## config.mk

```make
export PLATFORM = sky130hd
export DESIGN_NAME = rv32i_fetch_unit
export DESIGN_NICKNAME = d
export VERILOG_FILES = /design/src/rtl/rv32i_core_pkg.sv /design/src/rtl/rv32i_fetch_unit.sv
export SDC_FILE = /design/constraint.sdc
export NUM_CORES = 1
export LEC_CHECK = 0
export CORE_AREA = 4 4 113 115
export CTS_BUF_LIST = sky130_fd_sc_hd__clkbuf_8
export CTS_CLUSTER_SIZE = 24
export DETAILED_ROUTE_END_ITERATION = 8
export DIE_AREA = 0 0 117 119
export PLACE_DENSITY = 0.84
export SLEW_MARGIN = 20
export SYNTH_ARGS = -nofsm -noshare
export SYNTH_HDL_FRONTEND = slang
export SYNTH_SLANG_ARGS = --single-unit
```

## constraint.sdc

```tcl
create_clock -name i_clk -period 2.01 [get_ports i_clk]
set_input_delay 0.3015 -clock i_clk [delete_from_list [all_inputs] [get_ports i_clk]]
set_output_delay 0.3015 -clock i_clk [all_outputs]
set_load 0.05 [all_outputs]
```

## src/rtl/rv32i_core_pkg.sv

```systemverilog
// Shared definitions for the multicycle RV32I core: fetch FSM encoding and
// fetch-related constants.
package rv32I_core_pkg;

  typedef enum logic [1:0] {
    FETCH_REQ   = 2'd0,
    FETCH_WAIT  = 2'd1,
    FETCH_DRAIN = 2'd2,
    FETCH_HOLD  = 2'd3
  } fetch_state_t;

  localparam logic [31:0] NOP_INSTRUCTION      = 32'h0000_0013;
  localparam logic [31:0] DEFAULT_RESET_VECTOR = 32'h0000_0000;
  localparam logic [31:0] PC_INCREMENT         = 32'd4;

  function automatic logic is_misaligned(input logic [1:0] low_bits);
    return |low_bits;
  endfunction

endpackage

```

## src/rtl/rv32i_fetch_unit.sv

```systemverilog
// Instruction fetch stage: owns the PC, issues one imem request at a time and
// holds the returned word (or a fault entry) until decode takes it.
module rv32i_fetch_unit
  import rv32I_core_pkg::*;
#(
  parameter int unsigned INSTRUCTION_WIDTH = 32,
  parameter int unsigned WORD_SIZE = 32,
  parameter logic [WORD_SIZE-1:0] RESET_VECTOR = DEFAULT_RESET_VECTOR
) (
  input  logic                         i_clk,
  input  logic                         i_rst,
  output logic                         o_imem_req_valid,
  output logic [WORD_SIZE-1:0]         o_imem_req_addr,
  input  logic                         i_imem_req_ready,
  input  logic                         i_imem_rsp_valid,
  input  logic [INSTRUCTION_WIDTH-1:0] i_imem_rsp_data,
  input  logic                         i_imem_rsp_error,
  output logic                         o_fetch_valid,
  output logic [INSTRUCTION_WIDTH-1:0] o_fetch_instruction,
  output logic [WORD_SIZE-1:0]         o_fetch_pc,
  output logic                         o_fetch_fault,
  input  logic                         i_decode_ready,
  input  logic                         i_redirect_valid,
  input  logic [WORD_SIZE-1:0]         i_redirect_pc,
  output fetch_state_t                 o_debug_state
);

  localparam logic [INSTRUCTION_WIDTH-1:0] NOP_WORD = INSTRUCTION_WIDTH'(NOP_INSTRUCTION);
  localparam logic [WORD_SIZE-1:0]         PC_STEP  = WORD_SIZE'(PC_INCREMENT);

  fetch_state_t                 state_q, state_d;
  logic [WORD_SIZE-1:0]         pc_q, pc_d;
  logic                         hold_valid_q, hold_valid_d;
  logic                         hold_fault_q, hold_fault_d;
  logic [INSTRUCTION_WIDTH-1:0] hold_instr_q, hold_instr_d;
  logic [WORD_SIZE-1:0]         hold_pc_q, hold_pc_d;
  logic                         pc_misaligned;
  logic                         redirect_misaligned;

  assign pc_misaligned       = is_misaligned(pc_q[1:0]);
  assign redirect_misaligned = is_misaligned(i_redirect_pc[1:0]);

  // Handshakes: a request transfers on a cycle with o_imem_req_valid and
  // i_imem_req_ready both high; a response is taken whenever i_imem_rsp_valid
  // is high (no backpressure); the held entry transfers on o_fetch_valid and
  // i_decode_ready both high. A redirect gates the request in the same cycle.
  assign o_imem_req_valid = (state_q == FETCH_REQ) && !i_redirect_valid &&
                            !pc_misaligned && !i_rst;
  assign o_imem_req_addr  = pc_q;

  always_comb begin
    state_d      = state_q;
    pc_d         = pc_q;
    hold_valid_d = hold_valid_q;
    hold_fault_d = hold_fault_q;
    hold_instr_d = hold_instr_q;
    hold_pc_d    = hold_pc_q;
    case (state_q)
      FETCH_REQ: begin
        if (i_redirect_valid) begin
          pc_d = i_redirect_pc;
          if (redirect_misaligned) begin
            state_d      = FETCH_HOLD;
            hold_valid_d = 1'b1;
            hold_fault_d = 1'b1;
            hold_instr_d = NOP_WORD;
            hold_pc_d    = i_redirect_pc;
          end
        end else if (pc_misaligned) begin
          // A misaligned target that arrived outside FETCH_REQ faults here.
          state_d      = FETCH_HOLD;
          hold_valid_d = 1'b1;
          hold_fault_d = 1'b1;
          hold_instr_d = NOP_WORD;
          hold_pc_d    = pc_q;
        end else if (i_imem_req_ready) begin
          state_d = FETCH_WAIT;
        end
      end
      FETCH_WAIT: begin
        if (i_redirect_valid) begin
          pc_d    = i_redirect_pc;
          state_d = i_imem_rsp_valid ? FETCH_REQ : FETCH_DRAIN;
        end else if (i_imem_rsp_valid) begin
          state_d      = FETCH_HOLD;
          hold_valid_d = 1'b1;
          hold_fault_d = i_imem_rsp_error;
          hold_instr_d = i_imem_rsp_error ? NOP_WORD : i_imem_rsp_data;
          hold_pc_d    = pc_q;
        end
      end
      FETCH_DRAIN: begin
        if (i_redirect_valid) pc_d = i_redirect_pc;
        if (i_imem_rsp_valid) state_d = FETCH_REQ;
      end
      FETCH_HOLD: begin
        if (i_redirect_valid || i_decode_ready) begin
          pc_d         = i_redirect_valid ? i_redirect_pc : pc_q + PC_STEP;
          state_d      = FETCH_REQ;
          hold_valid_d = 1'b0;
          hold_fault_d = 1'b0;
        end
      end
      default: state_d = FETCH_REQ;
    endcase
  end

  always_ff @(posedge i_clk) begin
    if (i_rst) begin
      state_q      <= FETCH_REQ;
      pc_q         <= RESET_VECTOR;
      hold_valid_q <= 1'b0;
      hold_fault_q <= 1'b0;
      hold_instr_q <= NOP_WORD;
      hold_pc_q    <= RESET_VECTOR;
    end else begin
      state_q      <= state_d;
      pc_q         <= pc_d;
      hold_valid_q <= hold_valid_d;
      hold_fault_q <= hold_fault_d;
      hold_instr_q <= hold_instr_d;
      hold_pc_q    <= hold_pc_d;
    end
  end

  assign o_fetch_valid       = hold_valid_q;
  assign o_fetch_fault       = hold_fault_q;
  assign o_fetch_instruction = hold_instr_q;
  assign o_fetch_pc          = hold_pc_q;
  assign o_debug_state       = state_q;

endmodule
```

==> results.sh <==
export IMPL_p_comb_share_pct=56.2
export IMPL_remaining_drc_errors=0
export IMPL_met2RoutedLength_um=8220
export IMPL_slew_viol_final=0
export IMPL_fillers=996
export IMPL_finalSetupTns_ps=0
export IMPL_p_sw_share_pct=46.56
export IMPL_p_int_uw=4839
export IMPL_highest_signal_layer="met4"
export IMPL_htree_levels=3
export IMPL_routed_wl_um=16850
export IMPL_cts_buffers=9
export IMPL_path_buf_inv=1
export IMPL_die_w_um=117
export IMPL_dieHeight_um=119
export IMPL_crit_path_start="o_imem_req_addr[14]$_SDFFE_PP0P_"
export IMPL_setup_viol=0
export IMPL_ys_ff_latch=100
export IMPL_timing_slew_headroom_pct=61.53
export IMPL_grt_use_total_pct=23.60
export IMPL_max_freq_mhz=506.6
export IMPL_synth_top_area_share_pct=39.95
export IMPL_final_nets=868
export IMPL_r2r_start="o_imem_req_addr[3]$_SDFFE_PP0P_"
export IMPL_ys_seq_area_share_pct=39.95
export IMPL_synthCells=611
export IMPL_cp_max_fo=5
export IMPL_grt_ovfl_total=0
export IMPL_cp_end_kind="primary output"
export IMPL_yosysWarnings=0
export IMPL_cp_data_arrival_time_ps=1670
export IMPL_p_sw_uw=4216
export IMPL_wire_per_inst_um=17.91
export IMPL_grt_pass1_vias=5429
export IMPL_dp_hpwl_um=12590
export IMPL_avgSynthCellArea_um2=8.201
export IMPL_p_clk_share_pct=13.5
export IMPL_tightestPinTransition_ps=577.1
export IMPL_slowest_delay_ps=860
export IMPL_finalHoldViolCount=0
export IMPL_crit_chain="clkdlybuf4s50_1"
export IMPL_p_per_area_nw_per_um2=1222
export IMPL_hold_buffers=0
export IMPL_die_area_um2=13920
export IMPL_cp_start_kind="flip-flop"
export IMPL_timing_final_crit_period_ps=1974
export IMPL_dp_cells=925
export IMPL_antenna_found_initial=0
export IMPL_holdWs_ps=431.4
export IMPL_status="finished, final reports clean"
export IMPL_dr_first_iter_drc_count=386
export IMPL_synth_edf_count=0
export IMPL_cts_tree="yes"
export IMPL_ir_worst_vdd_mv=0.5984
export IMPL_synth_ff_type="dfxtp_1"
export IMPL_finClkSkew_ps=9.975
export IMPL_pwr_share_seq_pct=30.4
export IMPL_max_clock_path_buffers=2
export IMPL_firstDrtPassIters=5
export IMPL_syn_area_um2=5011
export IMPL_dr_total_vias=5484
export IMPL_path_class="flip-flop to primary output"
export IMPL_cpMaxStageDelayCell="clkdlybuf4s50_1"
export IMPL_async_flop_share_pct=0
export IMPL_ios=172
export IMPL_drive_gt1_share_pct=12.72
export IMPL_initial_core_util_pct=42.43
export IMPL_syn_num_nets=689
export IMPL_leakage_uw=0.003008
export IMPL_core_rowCount=40
export IMPL_min_delay_start="i_rst"
export IMPL_diodes=0
export IMPL_synthTopCellsByArea="dfxtp_1, mux2i_1, a211oi_1"
export IMPL_gp_congestion=0.8841
export IMPL_met3_length_um=1198
export IMPL_synth_top_area_cell="dfxtp_1"
export IMPL_post_route_period_util_pct=98.21
export IMPL_required_ps=1710
export IMPL_synth_distinct_cells=60
export IMPL_met1Wirelength_um=6974
export IMPL_final_cells=941
export IMPL_clk_pin_slew_ps=100
export IMPL_grt_first_pass_wirelength_um=26830
export IMPL_rsz0062_at_grt="no"
export IMPL_synthToLayoutAreaGrowth_pct=47.84
export IMPL_maxCapViolCount=0
export IMPL_io_buffer_count=171
export IMPL_cts_sinks=100
export IMPL_insertion_delay_ps=370
export IMPL_clock_root_buffer="clkbuf_8"
export IMPL_viasPerCell=5.828
export IMPL_ant_nets=0
export IMPL_grt_max_degree=41
export IMPL_core_area_um2=11810
export IMPL_crit_family="buffers and inverters"
export IMPL_hold_path_class="input pin to flip-flop"
-- area by class of cell --
cell class,count,area (µm²),area share [%]
Clock buffer,10,137.6,1.858
Clock inverter,5,35.03,0.4729
Inverter,11,41.29,0.5573
Multi-Input combinational cell,448,2785,37.59
Sequential cell,100,2028,27.38
Tap cell,147,183.9,2.483
Timing Repair Buffer,220,2197,29.66
-- path summary, 6_finish.rpt --
path / cells after the start / slack (ps) / end
setup reg to reg: 6 / 100 / o_imem_req_addr[20]$_SDFFE_PP0P_
hold reg to reg: 2 / 480 / o_fetch_instruction[7]$_SDFFE_PP0P_
hold / removal: 2 / 430 / o_fetch_fault$_SDFFE_PP0P_
setup / recovery: 1 / 40 / o_imem_req_addr[14]
-- synthesized netlist by cell type (2+ instances only) --
library cell	n
o31ai_1	2
and3_1	7
a41oi_1	2
a21oi_1	29
or3_1	2
o21a_1	2
a21boi_0	2
nand2b_1	4
nand3_1	41
and4_1	4
clkbuf_1	31
nor4_1	7
ha_1	7
o32ai_1	2
nand4_1	14
a2bb2oi_1	2
a311oi_1	2
a21o_1	4
nor2b_1	3
dfxtp_1	100
a221oi_1	2
and2_1	6
inv_1	11
a31oi_1	8
mux2i_1	35
a211oi_1	37
o22ai_1	8
nand2_1	65
buf_2	19
nor2_1	63
nand3b_1	30
nor3_1	17
a22oi_1	7
o21ai_0	10
-- cell usage in the layout, fill, tap and decap left out, drive strengths merged, types with 3 or more instances in the layout --
master,instances
inv,15
nand2,67
and4,5
nand3,41
nand3b,30
clkbuf,10
dfxtp,100
ha,7
buf,55
dlygate4sd2,5
nand2b,4
nor2b,3
and2,7
o21ai,11
a31oi,8
a211oi,37
a22oi,7
and3,9
nor4,7
mux2i,35
o22ai,8
a21oi,29
nor3,17
nor2,63
dlymetal6s2s,5
clkdlybuf4s50,155
nand4,14
a21o,4
-- timing repair --
action / 4_1_cts / 5_1_grt
endpoints found under the setup margin: 6 / 39
setup buffers: 0 / 1
gates resized for setup: 6 / 12
-- registers in the layout (all words and copies together), names as in the netlist --
register / cells
o_debug_state: 2
o_fetch_fault: 1
o_fetch_instruction: 32
o_fetch_pc: 32
o_fetch_valid: 1
o_imem_req_addr: 32
-- power by group through the flow --
stage                     logic (µW)  clock network (µW)  registers, µW
after floorplan                 1710                   0           4180
after global placement          4950                   0           2760
after detailed placement        5070                   0           2790
after CTS                       5080                1240           2750
after global routing            5390                1300           2810
final                           5090                1220           2750
-- per-stage QoR --
stage / util (%) / area (µm²) / total power (µW) / worst slack (ps)
3_3_place_gp: 60.94 / 7198 / 7715 / -84.59
3_5_place_dp: 60.94 / 7198 / 7866 / -130.7
2_1_floorplan: - / 5037 / 5888 / -19.89
6_report: 62.72 / 7408 / 9055 / 35.90
4_1_cts: 62.39 / 7370 / 9065 / 0.4485
5_1_grt: 62.72 / 7408 / 9494 / 0.7147
-- cell families (layout without fill, tap and decap cells) --
logic type      after synthesis  after routing  share of synthesized area, %
flops                       100            100                         39.95
buf+inv                      63            246                         5.418
compound gates              132            132                         17.98
mux                          36             36                         7.216
fa+ha+maj                     7              7                         1.748
simple gates                273            273                         27.69
-- routing by layer --
| metal | GRT usage, % | up-vias |
|---|---|---|
| li1 | - | 2586 |
| met1 | 28.56 | 2624 |
| met2 | 40.11 | 233 |
| met3 | 5.335 | 41 |
| met4 | 9.104 | 0 |
| met5 | 0 | - |
No activity file was read; power rests on OpenSTA's default activity.
==> variant (same flow settings) <==
`INSTRUCTION_WIDTH`: 32 -> 40.
--- a/src/rtl/rv32i_fetch_unit.sv
+++ b/src/rtl/rv32i_fetch_unit.sv
@@ -3,7 +3,7 @@
 module rv32i_fetch_unit
   import rv32I_core_pkg::*;
 #(
-  parameter int unsigned INSTRUCTION_WIDTH = 32,
+  parameter int unsigned INSTRUCTION_WIDTH = 40,
   parameter int unsigned WORD_SIZE = 32,
   parameter logic [WORD_SIZE-1:0] RESET_VECTOR = DEFAULT_RESET_VECTOR
 ) (
Ports: changed (resized i_imem_rsp_data and o_fetch_instruction); port bits go from 172 to 188. The function was not compared with the original's and may differ.
==> variant against the unedited design <==
Design area increased by 5.7%; worst setup slack improved by 9.3 ps; synthesized area rose by 3.5%; sequential cell count rose by 8; first-iteration DRC count rose by 42%; sequential share of layout area grew 0.78 points; total power grew 5.8%; non-clock buffer count up 18; wire length grew 10%; critical path type unchanged; highest routed layer unchanged.
==> variant: results (changes against the unedited design) <==
Outcome
  – Outcome: finished, final reports clean

Detailed routing
  – Wirelength, routed: 18,600 um (+10%)
  – Post-DR vias/cell: 5.89 (+0.99%)
  – Met2 wire len: 8910 um (+8.4%)
  – Metal-1 WL: 7720 um (+11%)
  – DRT iter0 DRCs: 547 (+42%)
  – Met3 wire len: 1390 um (+16%)
  – Drt wl/cell: 18.8 um (+5.1%)

Global route
  – Grt met1 use: 34.0% (+5.4 points)
  – First-pass GRT wire length: 28,700 um (+6.8%)
  – Number of global-route vias before repair: 5,599 (+3.1%)
  – Overall Global Routing Usage: 25.6% (+2.0 points)
  – Largest net degree at the start of global routing: 59 (+44%)
  – Met3 Use GR: 5.13% (-0.20 points)

Logic synthesis
  – Syn Nets: 727 (+5.5%)
  – Area contributors post-synth: dfxtp_1, nand3_1, mux2i_1, nand2_1, nor2_1
  – Adder-Cell Fraction of Synth Area: 1.69% (-0.059 points)
  – Post-synthesis cell type count: 57 (-5.0%)
  – Sequential-to-total area share from yosys stat: 41.7% (+1.7 points)
  – Post-synthesis compound-gate area fraction: 17.2% (-0.82 points)
  – Synth top cells by count: dfxtp_1, nand3_1, nand2_1

Place
  – Cell Area, Placed: 7550 um^2 (+4.9%)
  – Port Buffers: 187 (+9.4%)
  – Pre-CTS WS: -147 ps (-15.9 ps)
  – DP Wirelength: 13,800 um (+9.9%)
  – Placed cell count: 972 (+5.1%)
  – RD Place Congestion: 0.916 (+3.6%)

Finish
  – Final net count: 926 (+6.7%)
  – Fill count: 909 (-8.7%)
  – Share of layout cells above drive strength 1: 13.7% (+0.94 points)
  – Final Util: 66.3% (+3.6 points)

Power and ir drop
  – Pwr Density: 1220 nW/um^2 (about the same)
  – Sequential Power: 2.97 mW (+8.0%)
  – IR drop worst, VDD: 0.809 mV (+35%)
  – Pleak: 3.31 nW (+10%)

CTS
  – Post-CTS resize count: 1 (-5)
  – Setup bufs post-CTS: 0 (unchanged)
  – Clk_lat worst skew: approximately 380 ps

Timing
  – Layout Skew: 7.57 ps (-2.40 ps)
  – Worst slew pin tran: 555 ps (-22.5 ps)

Hold path
  – Hold Path Class: in -> reg

Worst setup path
  – Worst-path fanout max: 8 (+3)
[variant: worst paths after layout]
| path | endpoint | startpoint | depth (start not counted) | slack (ps) |
|---|---|---|---|---|
| setup / recovery | o_imem_req_addr[19] | o_imem_req_addr[19] | 1 | 50 |
| hold / removal | o_fetch_instruction[4] | i_rst | 3 | 390 |
| setup reg to reg | o_imem_req_addr[29] | o_imem_req_addr[5] | 6 | 50 |
| hold reg to reg | o_fetch_instruction[27] | o_fetch_instruction[27] | 2 | 460 |
[variant: final cells by class]
cell class	instances	area share (%)
clock inverter	3	0.208
tap	147	2.35
inverter	12	0.575
clock buffer	10	1.76
sequential	108	28.2
timing repair buffer	238	30.5
multi-input combinational	471	36.5
[variant: kinds of logic (layout without fill, tap and decap cells)]
family	count (synthesis)	in the layout
simple gates	297	297
compound gates	129	130
flops	108	108
buf+inv	63	263
mux	37	37
fa+ha+maj	7	7
